### config.mk
export PLATFORM = sky130hd
export DESIGN_NAME = fifo_rx_stream_flat
export DESIGN_NICKNAME = d
export VERILOG_FILES = /design/src/rtl/fifo_rx_stream_pkg.sv /design/src/rtl/fifo_rx_stream_if.sv /design/src/rtl/fifo_rx_stream.sv /design/src/flat_wrapper.sv
export SDC_FILE = /design/constraint.sdc
export NUM_CORES = 1
export LEC_CHECK = 0
export ABC_AREA = 1
export BUFFER_PORTS_ARGS = -buffer_cell sky130_fd_sc_hd__buf_2
export CORE_MARGIN = 5
export CORE_UTILIZATION = 31
export CTS_BUF_LIST = sky130_fd_sc_hd__clkbuf_2 sky130_fd_sc_hd__clkbuf_4 sky130_fd_sc_hd__clkbuf_8
export DETAILED_ROUTE_END_ITERATION = 8
export PLACE_DENSITY_LB_ADDON = 0.08
export SYNTH_ARGS = -nofsm -noshare
export SYNTH_HDL_FRONTEND = slang
export SYNTH_SLANG_ARGS = --single-unit
### constraint.sdc
create_clock -name clk -period 2.9 [get_ports clk]
set_input_delay 0.58 -clock clk [delete_from_list [all_inputs] [get_ports clk]]
set_output_delay 0.58 -clock clk [all_outputs]
set_load 0.02 [all_outputs]
### src/rtl/fifo_rx_stream_pkg.sv
// Shared definitions for the receive-FIFO stream reader: state encoding
// and default widths.
package fifo_rx_pkg;

  localparam int DW_DEF = 8;
  localparam int LW_DEF = 16;

  localparam logic [2:0] IDLE  = 3'd0;
  localparam logic [2:0] WAIT  = 3'd1;
  localparam logic [2:0] WORK  = 3'd2;
  localparam logic [2:0] FLUSH = 3'd3;
  localparam logic [2:0] DONE  = 3'd4;

endpackage

### src/rtl/fifo_rx_stream_if.sv
// FIFO read port plus outgoing word stream. The master modport is the reader
// block; the slave modport is the FIFO/consumer side.
interface fifo_rx_stream_if
  import fifo_rx_pkg::*;
#(
  parameter int DW = DW_DEF
);
  logic          fifo_empty;
  logic          fifo_rxen;
  logic [DW-1:0] fifo_rxd;
  logic [DW-1:0] rx_data;
  logic          rx_vld;
  logic          rx_sof;
  logic          rx_eof;

  modport master (
    input  fifo_empty, fifo_rxd,
    output fifo_rxen, rx_data, rx_vld, rx_sof, rx_eof
  );

  modport slave (
    output fifo_empty, fifo_rxd,
    input  fifo_rxen, rx_data, rx_vld, rx_sof, rx_eof
  );
endinterface

### src/rtl/fifo_rx_stream.sv
// Reads data_len words from a standard (1-cycle latency) FIFO on an fs
// request, forwards them as a valid/sof/eof stream and reports completion
// on fd. Optional macro FIFO_RX_STREAM_SUM_EN adds rx_sum, a 16-bit running
// sum of the words delivered in the current transfer.
module fifo_rx_stream
  import fifo_rx_pkg::*;
#(
  parameter int DW = DW_DEF,
  parameter int LW = LW_DEF
)
(
  input  logic                    clk,
  input  logic                    rst,
  input  logic                    fs,
  output logic                    fd,
  input  logic [LW-1:0]           data_len,
  output logic                    busy,
  fifo_rx_stream_if.master        bus
`ifdef FIFO_RX_STREAM_SUM_EN
  ,
  output logic [15:0]             rx_sum
`endif
);

  localparam logic [LW-1:0] ONE = LW'(1);

  logic [2:0]    state;
  logic [LW-1:0] cnt;
  logic [LW-1:0] len_q;
  logic          rd_p0;
  logic          last_p0;
  logic          vld_p1;
  logic          sof_p1;
  logic          eof_p1;

  // Stage p0: read request and position of the word being read this cycle.
  // len_q is never zero in WORK, so len_q-1 cannot wrap there.
  assign rd_p0   = (state == WORK) && !bus.fifo_empty;
  assign last_p0 = (len_q != '0) && (cnt == len_q - ONE);

  // Transfer sequencing: WAIT latches the length, WORK issues reads,
  // FLUSH lets the final read's data emerge, DONE holds fd until fs drops.
  always_ff @(posedge clk) begin
    if (rst) begin
      state <= IDLE;
      cnt   <= '0;
      len_q <= '0;
    end else begin
      case (state)
        IDLE: state <= WAIT;
        WAIT: begin
          if (fs) begin
            len_q <= data_len;
            cnt   <= '0;
            state <= (data_len != '0) ? WORK : DONE;
          end
        end
        WORK: begin
          if (rd_p0) begin
            cnt <= cnt + ONE;
            if (last_p0) state <= FLUSH;
          end
        end
        FLUSH: state <= DONE;
        DONE: begin
          if (!fs) state <= WAIT;
        end
        default: state <= IDLE;
      endcase
    end
  end

  // Stage p1: stream qualifiers line up with the FIFO's registered read data.
  always_ff @(posedge clk) begin
    if (rst) begin
      vld_p1 <= 1'b0;
      sof_p1 <= 1'b0;
      eof_p1 <= 1'b0;
    end else begin
      vld_p1 <= rd_p0;
      sof_p1 <= rd_p0 && (cnt == '0);
      eof_p1 <= rd_p0 && last_p0;
    end
  end

  assign bus.fifo_rxen = rd_p0;
  assign bus.rx_data   = bus.fifo_rxd;
  assign bus.rx_vld    = vld_p1;
  assign bus.rx_sof    = sof_p1;
  assign bus.rx_eof    = eof_p1;
  assign fd            = (state == DONE);
  assign busy          = (state == WORK) || (state == FLUSH);

`ifdef FIFO_RX_STREAM_SUM_EN
  logic [15:0] sum_q;

  function automatic logic [15:0] fit16(input logic [DW-1:0] w);
    logic [DW+15:0] t;
    t = {16'd0, w};
    return t[15:0];
  endfunction

  // Running modulo-2^16 sum; cleared when a transfer starts, held through DONE.
  always_ff @(posedge clk) begin
    if (rst) begin
      sum_q <= '0;
    end else if ((state == WAIT) && fs) begin
      sum_q <= '0;
    end else if (vld_p1) begin
      sum_q <= sum_q + fit16(bus.fifo_rxd);
    end
  end

  assign rx_sum = sum_q;
`endif

endmodule
### src/flat_wrapper.sv
// flat-port wrapper written by rule: the top's interface ports become plain ports
module fifo_rx_stream_flat import fifo_rx_pkg::*;
#(
  parameter int DW = DW_DEF,
  parameter int LW = LW_DEF
)
  (clk, rst, fs, fd, data_len, busy, bus_fifo_empty, bus_fifo_rxd, bus_fifo_rxen, bus_rx_data, bus_rx_vld, bus_rx_sof, bus_rx_eof);
  fifo_rx_stream_if #(.DW(DW)) bus_i ();
  input  logic clk;
  input  logic rst;
  input  logic fs;
  output logic fd;
  input  logic [LW-1:0] data_len;
  output logic busy;
  input wire logic [$bits(bus_i.fifo_empty)-1:0] bus_fifo_empty;
  input wire logic [$bits(bus_i.fifo_rxd)-1:0] bus_fifo_rxd;
  output wire logic [$bits(bus_i.fifo_rxen)-1:0] bus_fifo_rxen;
  output wire logic [$bits(bus_i.rx_data)-1:0] bus_rx_data;
  output wire logic [$bits(bus_i.rx_vld)-1:0] bus_rx_vld;
  output wire logic [$bits(bus_i.rx_sof)-1:0] bus_rx_sof;
  output wire logic [$bits(bus_i.rx_eof)-1:0] bus_rx_eof;
  assign bus_i.fifo_empty = bus_fifo_empty;
  assign bus_i.fifo_rxd = bus_fifo_rxd;
  assign bus_fifo_rxen = bus_i.fifo_rxen;
  assign bus_rx_data = bus_i.rx_data;
  assign bus_rx_vld = bus_i.rx_vld;
  assign bus_rx_sof = bus_i.rx_sof;
  assign bus_rx_eof = bus_i.rx_eof;
  fifo_rx_stream #(.DW(DW), .LW(LW)) u_core (.clk(clk), .rst(rst), .fs(fs), .fd(fd), .data_len(data_len), .busy(busy), .bus(bus_i));
endmodule
==> results of run 1 <==
[power breakdown]
| group | internal [W] | switching, W | total (W) |
|---|---|---|---|
| logic | 0.000484 | 0.000970 | 0.00145 |
| clock network | 0.000162 | 0.000192 | 0.000353 |
| registers | 0.000604 | 0.000104 | 0.000708 |
| total | 0.00125 | 0.00127 | 0.00252 |
[synth_stat cells]
cell,number,area [um^2]
ha_1,4,50.1
nor2_2,2,12.5
inv_2,2,7.51
nor3_4,2,32.5
nand3_4,1,17.5
nand3b_1,1,7.51
nand2_2,2,12.5
o31ai_1,1,7.51
nand2_1,103,387
o21ai_0,29,145
o21bai_1,1,7.51
inv_1,58,218
a22oi_1,1,7.51
nor3b_2,1,12.5
nor4_1,6,37.5
nor2_4,2,22.5
nand3_1,21,105
o21ai_1,1,5.00
clkbuf_1,6,22.5
a21boi_0,1,7.51
buf_4,8,60.1
nand3_2,2,20.0
nor2_1,54,203
xor2_1,13,114
nor3_1,7,35.0
nand2_4,4,45.0
a221oi_1,1,8.76
o221ai_1,2,17.5
xnor2_1,1,8.76
nor3b_1,1,7.51
a21oi_1,29,145
dfxtp_1,38,761
nand4_1,5,31.3
[worst register-to-register path, delay by kind of cell, from the launching register on]
kind                       cells  cell delay [ns]
buffers and inverters          3             0.26
and+or+nand+nor               10             1.11
adders and majority gates      1             0.27
AOI/OAI and AO/OA              1             0.10
DFF                            1             0.31
[per-layer routing]
metal | GRT usage (%) | wire length, um
met1 | 19.6 | 3470
met5 | 0 | 0
met2 | 24.7 | 3390
met4 | 4.50 | 110
met3 | 2.48 | 188
[path summary, 6_finish.rpt]
check	slack (ns)	depth (start not counted)	end	from
setup / recovery	0.73	15	u_core.state[1]$_SDFFE_PP0P_	u_core.len_q[0]$_SDFFE_PP0P_
setup reg to reg	0.73	15	u_core.state[1]$_SDFFE_PP0P_	u_core.len_q[0]$_SDFFE_PP0P_
hold reg to reg	0.51	2	u_core.len_q[1]$_SDFFE_PP0P_	u_core.len_q[1]$_SDFFE_PP0P_
hold / removal	0.51	2	u_core.len_q[1]$_SDFFE_PP0P_	u_core.len_q[1]$_SDFFE_PP0P_
[area by class of cell]
class,instances,share of cell area [%]
Clock buffer,5,2.42
Clock inverter,2,0.352
Inverter,60,7.93
Multi-Input combinational cell,298,53.2
Tap cell,105,4.62
Sequential cell,38,26.8
Timing Repair Buffer,26,4.67
[metrics by stage]
stage	std cells	hold slack, ns	power, W	setup slack [ns]	area, um^2
after floorplan	410	0.466	0.00183	1.15	2580
after global placement	527	0.489	0.00219	0.810	2760
after detailed placement	527	0.504	0.00217	0.756	2760
after CTS	534	0.510	0.00253	0.743	2840
after global routing	534	0.521	0.00282	0.397	2840
final	534	0.509	0.00252	0.733	2840
[logic make-up (layout without fill, tap and decap cells)]
logic type               after synthesis  in the layout
XOR/XNOR                              14             14
flip-flops                            38             38
AO/OA/AOI/OAI                         66             66
adder cells (fa/ha/maj)                4              4
AND/OR/NAND/NOR                      214            214
buffers and inverters                 74             93
[flip-flops by register name, indices dropped and copies added (netlist names)]
signal and flops:
u_core.len_q 16, u_core.bus.rx_vld 1, u_core.cnt 16, u_core.bus.rx_sof 1, u_core.state 3, u_core.bus.rx_eof 1
[cells in the final DEF, fill, tap and decap left out, types with 4 or more instances in the layout]
cell	synthesis	layout
clkbuf_8	0	5
nor4_1	6	6
ha_1	4	4
buf_2	0	25
o21ai_0	29	29
inv_1	58	58
nor2_1	54	54
nand3_1	21	21
nor3_1	7	7
nand2_4	4	4
dfxtp_1	38	38
xor2_1	13	13
nand4_1	5	5
a21oi_1	29	29
nand2_1	103	103
==> metrics.md, run 1 <==
| Metric | Value |
|---|---|
| Fin. max-slew vios | 0 |
| Main combinational cell family by area after synthesis | simple AND/OR/NAND/NOR gates |
| Clk_skew | 0.00710 ns |
| CTS Sinks | 38 |
| Antenna violations before repair | 0 |
| CP endpoint kind | register |
| Status | complete, no violations |
| Final worst-path cycle share | 74.7% |
| Pleak | 1.39 nW |
| Drt via density | 4.71 |
| DR WL/cell | 13.4 um |
| Area occupied by multi-input gates | 1510 um^2 |
| RD Place Congestion | approximately 0.85 |
| Worst relative slew slack | 67.0% |
| Max-Cap Viols | 0 |
| Mapped Area | 2580 um^2 |
| Cell Pwr Density | approximately 890 nW/um^2 |
| Post-Synth Adder-Cell Area | about 1.9% |
| Worst IR Drop VDD | around 0.00029 V |
| FF+latch area | 761 um^2 |
| Mapped Avg Cell Area | 6.30 um^2 |
| P&R area growth vs syn | 10.1% |
| Drt pass-1 iters | 4 |
| Synth Area in Compound Gates | between 10% and 20% |
| Max incr delay on CP | 0.31 ns |
| Count of cell types in the netlist | 33 |
| Via count | roughly 2500 |
| GRT Total Usage | 14.8% |
| Crit Path Max Fanout | 5 |
| WS Path Type | register to register |
| Cell chain of the critical path | inv_1 > ha_1 > nand2_1 > nor2_1 > inv_1 > nand2_1 > nand2_1 > nand2_1 > nand2_1 > nor2_1 > nand4_1 > nand2_1 > o21ai_0 > nand2_1 > inv_1 |
| Synth Area in XOR/XNOR | 4.75% |
| CP top delay family | simple AND/OR/NAND/NOR gates |
| Layout cells sized above 1 | approximately an eighth |
| Root buf cell | clkbuf_8 |
| Clock tree buffer depth | 2 |
| RSZ-0062 raised after global routing | no |
| Port-buffer cells | 25 |
| Fin. Hold Viols | 0 |
| Final setup TNS | 0 ns |
| Clk pin slew, worst setup/hold paths | 0.08 ns |
| # diodes | 0 |
| DR DRC count | 0 |
| Post-detail-place hpwl | 5930 um |
| Worst skew pair latency | 0.29 ns |
| Critical Path RT | 3.10 ns |
| I/O Pins | 42 |
| First-pass GRT wire length | approximately 12000 um |
| Overall die area | 10300 um^2 |
| Std-Cell Rows | 33 |
| Worst path most repeated cell | nand2_1 |
| Hold Buf Count CTS | 0 |
| Worst EP arrival | 2.36 ns |
| Fin nets | 461 |
| H-tree levels | 2 |
| Fmax achieved | 0.462 GHz |
| Grt total ovfl | 0 |
| Post-synthesis mux area share | 0% |
| CP max stage cell | dfxtp_1 |
| FF+latch count, synth | 38 |
| Initial DRC Count | 79 |
| CTS buffer count | 5 |
| TritonCTS clock tree | yes |
| # setup viols final | 0 |
| Post-Synthesis Cells | a little over 400 |
| Core Footprint | 8180 um^2 |
| Post-synthesis net count | about 440 |
| Post-CTS sizing | 0 |
| Post-layout util | roughly a third |
| Die width | 101 um |
| YS warnings | 0 |
| # fillers | 915 |
| Crit path time final | 2.17 ns |
| Worst min path class | register to register |
| Register area share after synthesis | between 20% and 30% |
| Startpoint class of the critical path | register |
| Post-CTS Setup Repair Bufs | 0 |
| Largest net degree at the start of global routing | 29 |
| Worst path bufs/invs | 3 |
| Worst-Margin Slew | between 0.4 and 0.5 ns |
| Post-Synth Simple-Gate Area | 38.3% |
| Starting Density | a little under a third |
| Vias in the first global route | 2449 |
| DRT antenna net count | 0 |
| Final wirelength | around 7200 um |
| Die Ht | roughly 100 um |
No activity file was read; power rests on OpenSTA's default activity.
==> inputs of run 2 (changes only) <==
==> constraint.sdc (replaced) <==
create_clock -name clk -period 1.8 [get_ports clk]
set_input_delay 0.36 -clock clk [delete_from_list [all_inputs] [get_ports clk]]
set_output_delay 0.36 -clock clk [all_outputs]
set_load 0.02 [all_outputs]
==> run 2 against run 1 <==
  * The flow now finishes with violations (setup timing)
  * Largest power group unchanged
  * Clock skew fell by 0.0045 ns
  * Global-route usage rose by 0.99 points
  * Wire length rose by 9.2%
  * Clock power rose by 81%
  * Final cell count rose by 11%
  * Utilization rose by 7.4 points
  * Critical path type unchanged
  * First-iteration DRC count rose by 8.9%
  * Sequential cell count did not move
==> metrics.md, run 2 (same netlist as run 1, synthesis figures left out) <==
| Metric | Value |
|---|---|
| FF+latch area | 778 um^2 (+2.3%) |
| Max-Cap Viols | 0 (unchanged) |
| Via count | 2753 (+9.5%) |
| Worst skew pair latency | 0.29 ns (about the same) |
| Initial DRC Count | 86 (+8.9%) |
| Starting Density | 31.6% (unchanged) |
| Antenna violations before repair | 0 (unchanged) |
| Clock tree buffer depth | 2 (unchanged) |
| Failing checks | setup timing |
| Clk pin slew, worst setup/hold paths | 0.08 ns (about the same) |
| Critical Path RT | 1.99 ns (-1.11 ns) |
| R2R Path End | u_core.state[2]$_SDFFE_PP0P_ |
| Flop2flop setup slack | -0.04 ns (-0.78 ns) |
| Largest net degree at the start of global routing | 28 (-3.4%) |
| Worst-Margin Slew | 0.493 ns (-0.00153 ns) |
| Drt pass-1 iters | 4 (unchanged) |
| Crit Path Max Fanout | 4 (-1) |
| Core Footprint | 8180 um^2 (unchanged) |
| Fin nets | 518 (+12%) |
| Worst relative slew slack | 67.1% (+0.10 points) |
| Fin. Hold Viols | 0 (unchanged) |
| Vias in the first global route | 2651 (+8.2%) |
| RD Place Congestion | 0.837 (-1.2%) |
| GRT Total Usage | 15.8% (+0.99 points) |
| Sequential Power Share | 22.2% (-5.9 points) |
| Final wirelength | 7820 um (+9.2%) |
| Drt via density | 4.65 (-1.3%) |
| Min-delay src | rst |
| Overall die area | 10300 um^2 (unchanged) |
| # fillers | 894 (-2.3%) |
| H-tree levels | 2 (unchanged) |
| DRT antenna net count | 0 (unchanged) |
| Cell Pwr Density | 1500 nW/um^2 (+70%) |
| CTS Sinks | 38 (unchanged) |
| DR WL/cell | 13.2 um (-1.5%) |
| CP endpoint kind | register |
| Register-to-Register Path Depth | 13 (-2) |
| Layout cells sized above 1 | 29.4% (+17 points) |
| WS Path Type | register to register |
| Commonest cells after routing, fill and taps aside | nand2_1 (101), buf_4 (55), inv_1 (54) |
| Hold path depth | 2 (unchanged) |
| Worst min path class | input pin to register |
| Worst hold endpoint | u_core.cnt[1]$_SDFFE_PP0P_ |
| Smallest hold slack | 0.262 ns (-0.247 ns) |
| Largest registers | u_core.cnt: 16 flops, u_core.len_q: 16 flops, u_core.state: 3 flops |
| Worst r2r src | u_core.len_q[1]$_SDFFE_PP0P_ |
| RSZ-0062 raised after global routing | yes |
| Area occupied by multi-input gates | 1640 um^2 (+8.6%) |
| Die width | 101 um (unchanged) |
| P&R area growth vs syn | 33.6% |
| Pleak | 1.73 nW (+25%) |
| TritonCTS clock tree | yes |
| Worst EP arrival | 2.03 ns (-0.33 ns) |
| Grt total ovfl | 0 (unchanged) |
| Startpoint class of the critical path | register |
| PnR worst setup slack | -0.0430 ns (-0.776 ns) |
| Fin. max-slew vios | 0 (unchanged) |
| Post-layout util | 42.2% (+7.4 points) |
| CTS buffer count | 5 (unchanged) |
| Final worst-path cycle share | 102% (+28 points) |
| I/O Pins | 42 (unchanged) |
| Sw Pwr | 0.00236 W (+86%) |
| Crit path time final | 1.84 ns (-0.324 ns) |
| Clk_skew | 0.00264 ns (-0.00446 ns) |
| Status | finished, violations left |
| Clock power frac | 12.3% (-1.7 points) |
| Root buf cell | clkbuf_8 |
| Switch share | 45.5% (-4.9 points) |
| Post-detail-place hpwl | 6380 um (+7.6%) |
| Commonest non-fill, non-tap cell in the layout | nand2_1 |
| Worst IR Drop VDD | 0.000630 V (+120%) |
| Die Ht | 101 um (unchanged) |
| Logic gate share of total power | 65.5% (+7.7 points) |
| # setup viols final | 3 (+3) |
| # diodes | 0 (unchanged) |
| Fmax achieved | 0.543 GHz (+18%) |
| Port-buffer cells | 25 (unchanged) |
| Std-Cell Rows | 33 (unchanged) |
| DR DRC count | 0 (unchanged) |
| First-pass GRT wire length | 12800 um (+5.5%) |
| Int Power | 0.00283 W (+130%) |
[run 2: cell types whose count changed in the layout (fill, tap and decap cells not counted), moves of 3 or more]
| cell | delta |
|---|---|
| nor2_4 | +4 |
| o21ai_0 | -3 |
| o21ai_1 | +3 |
| buf_4 | +54 |
| dfxtp_1 | -8 |
| inv_1 | -4 |
| dfxtp_4 | +3 |
| dfxtp_2 | +5 |
| nor2_1 | -12 |
| nor2_2 | +8 |
| buf_6 | +3 |
[run 2: worst max path at each step]
stage	from	to	slack, ns	cells after the start
finish	u_core.len_q[1]$_SDFFE_PP0P_	u_core.state[2]$_SDFFE_PP0P_	-0.04	13
global route	u_core.len_q[1]$_SDFFE_PP0P_	u_core.state[1]$_SDFFE_PP0P_	-0.20	15
CTS	u_core.len_q[0]$_SDFFE_PP0P_	u_core.state[1]$_SDFFE_PP0P_	-0.06	13
detailed placement	u_core.len_q[0]$_SDFFE_PP0P_	u_core.state[1]$_SDFFE_PP0P_	-0.23	15
global placement	u_core.len_q[0]$_SDFFE_PP0P_	u_core.state[1]$_SDFFE_PP0P_	-0.15	13
floorplan	u_core.len_q[0]$_SDFFE_PP0P_	u_core.state[1]$_SDFFE_PP0P_	0.05	15
[run 2: what timing repair did]
action	in CTS	in global routing
gates resized for setup	18	36
endpoints found under the hold margin	0	0
pin swaps	6	18
setup buffers	1	6
endpoints found under the setup margin	5	15
hold buffers	0	0
[run 2: final cells by class]
type                       instances  area share [%]
multi-input combinational        298            47.6
sequential                        38            22.6
timing repair buffer              83            16.6
inverter                          60            6.67
tap                              105            3.81
clock buffer                       7            2.61
clock inverter                     1           0.145
[run 2: through the flow]
stage | instance area (um^2) | TNS [ns] | std cells | setup WS (ns) | total power (W)
after global routing | 3450 | -0.770 | 592 | -0.201 | 0.00566
after global placement | 3150 | -0.423 | 578 | -0.151 | 0.00418
after detailed placement | 3150 | -0.705 | 578 | -0.231 | 0.00415
after CTS | 3300 | -0.124 | 587 | -0.0625 | 0.00492
final | 3450 | -0.0782 | 592 | -0.0430 | 0.00519
after floorplan | 2580 | 0 | 410 | 0.0512 | 0.00296
[run 2: power by group through the flow]
| stage | registers [W] | logic, W | clock network (W) |
|---|---|---|---|
| floorplan | 0.00112 | 0.00184 | 0 |
| global placement | 0.00113 | 0.00305 | 0 |
| detailed placement | 0.00113 | 0.00303 | 0 |
| CTS | 0.00112 | 0.00314 | 0.000668 |
| global route | 0.00117 | 0.00380 | 0.000690 |
| finish | 0.00115 | 0.00340 | 0.000638 |
[run 2: metal layers]
layer	part of all wire [%]	global-route usage (%)	vias to the layer above
met3	3.2	2.82	7
met2	48	26.4	31
li1	-	-	1451
met1	48	21.2	1264
met4	0.77	3.68	0
met5	0	0	-
[run 2: critical path, stage by stage, from the launching register on]
cell	delay, ns
dfxtp_2	0.35
inv_2	0.06
ha_4	0.17
buf_6	0.12
xnor2_2	0.12
xor2_1	0.14
nor2_1	0.14
nand2_1	0.07
nor2_1	0.08
nand4_1	0.16
nand2_2	0.13
nand3_2	0.07
nand2_1	0.06
nor2_1	0.05
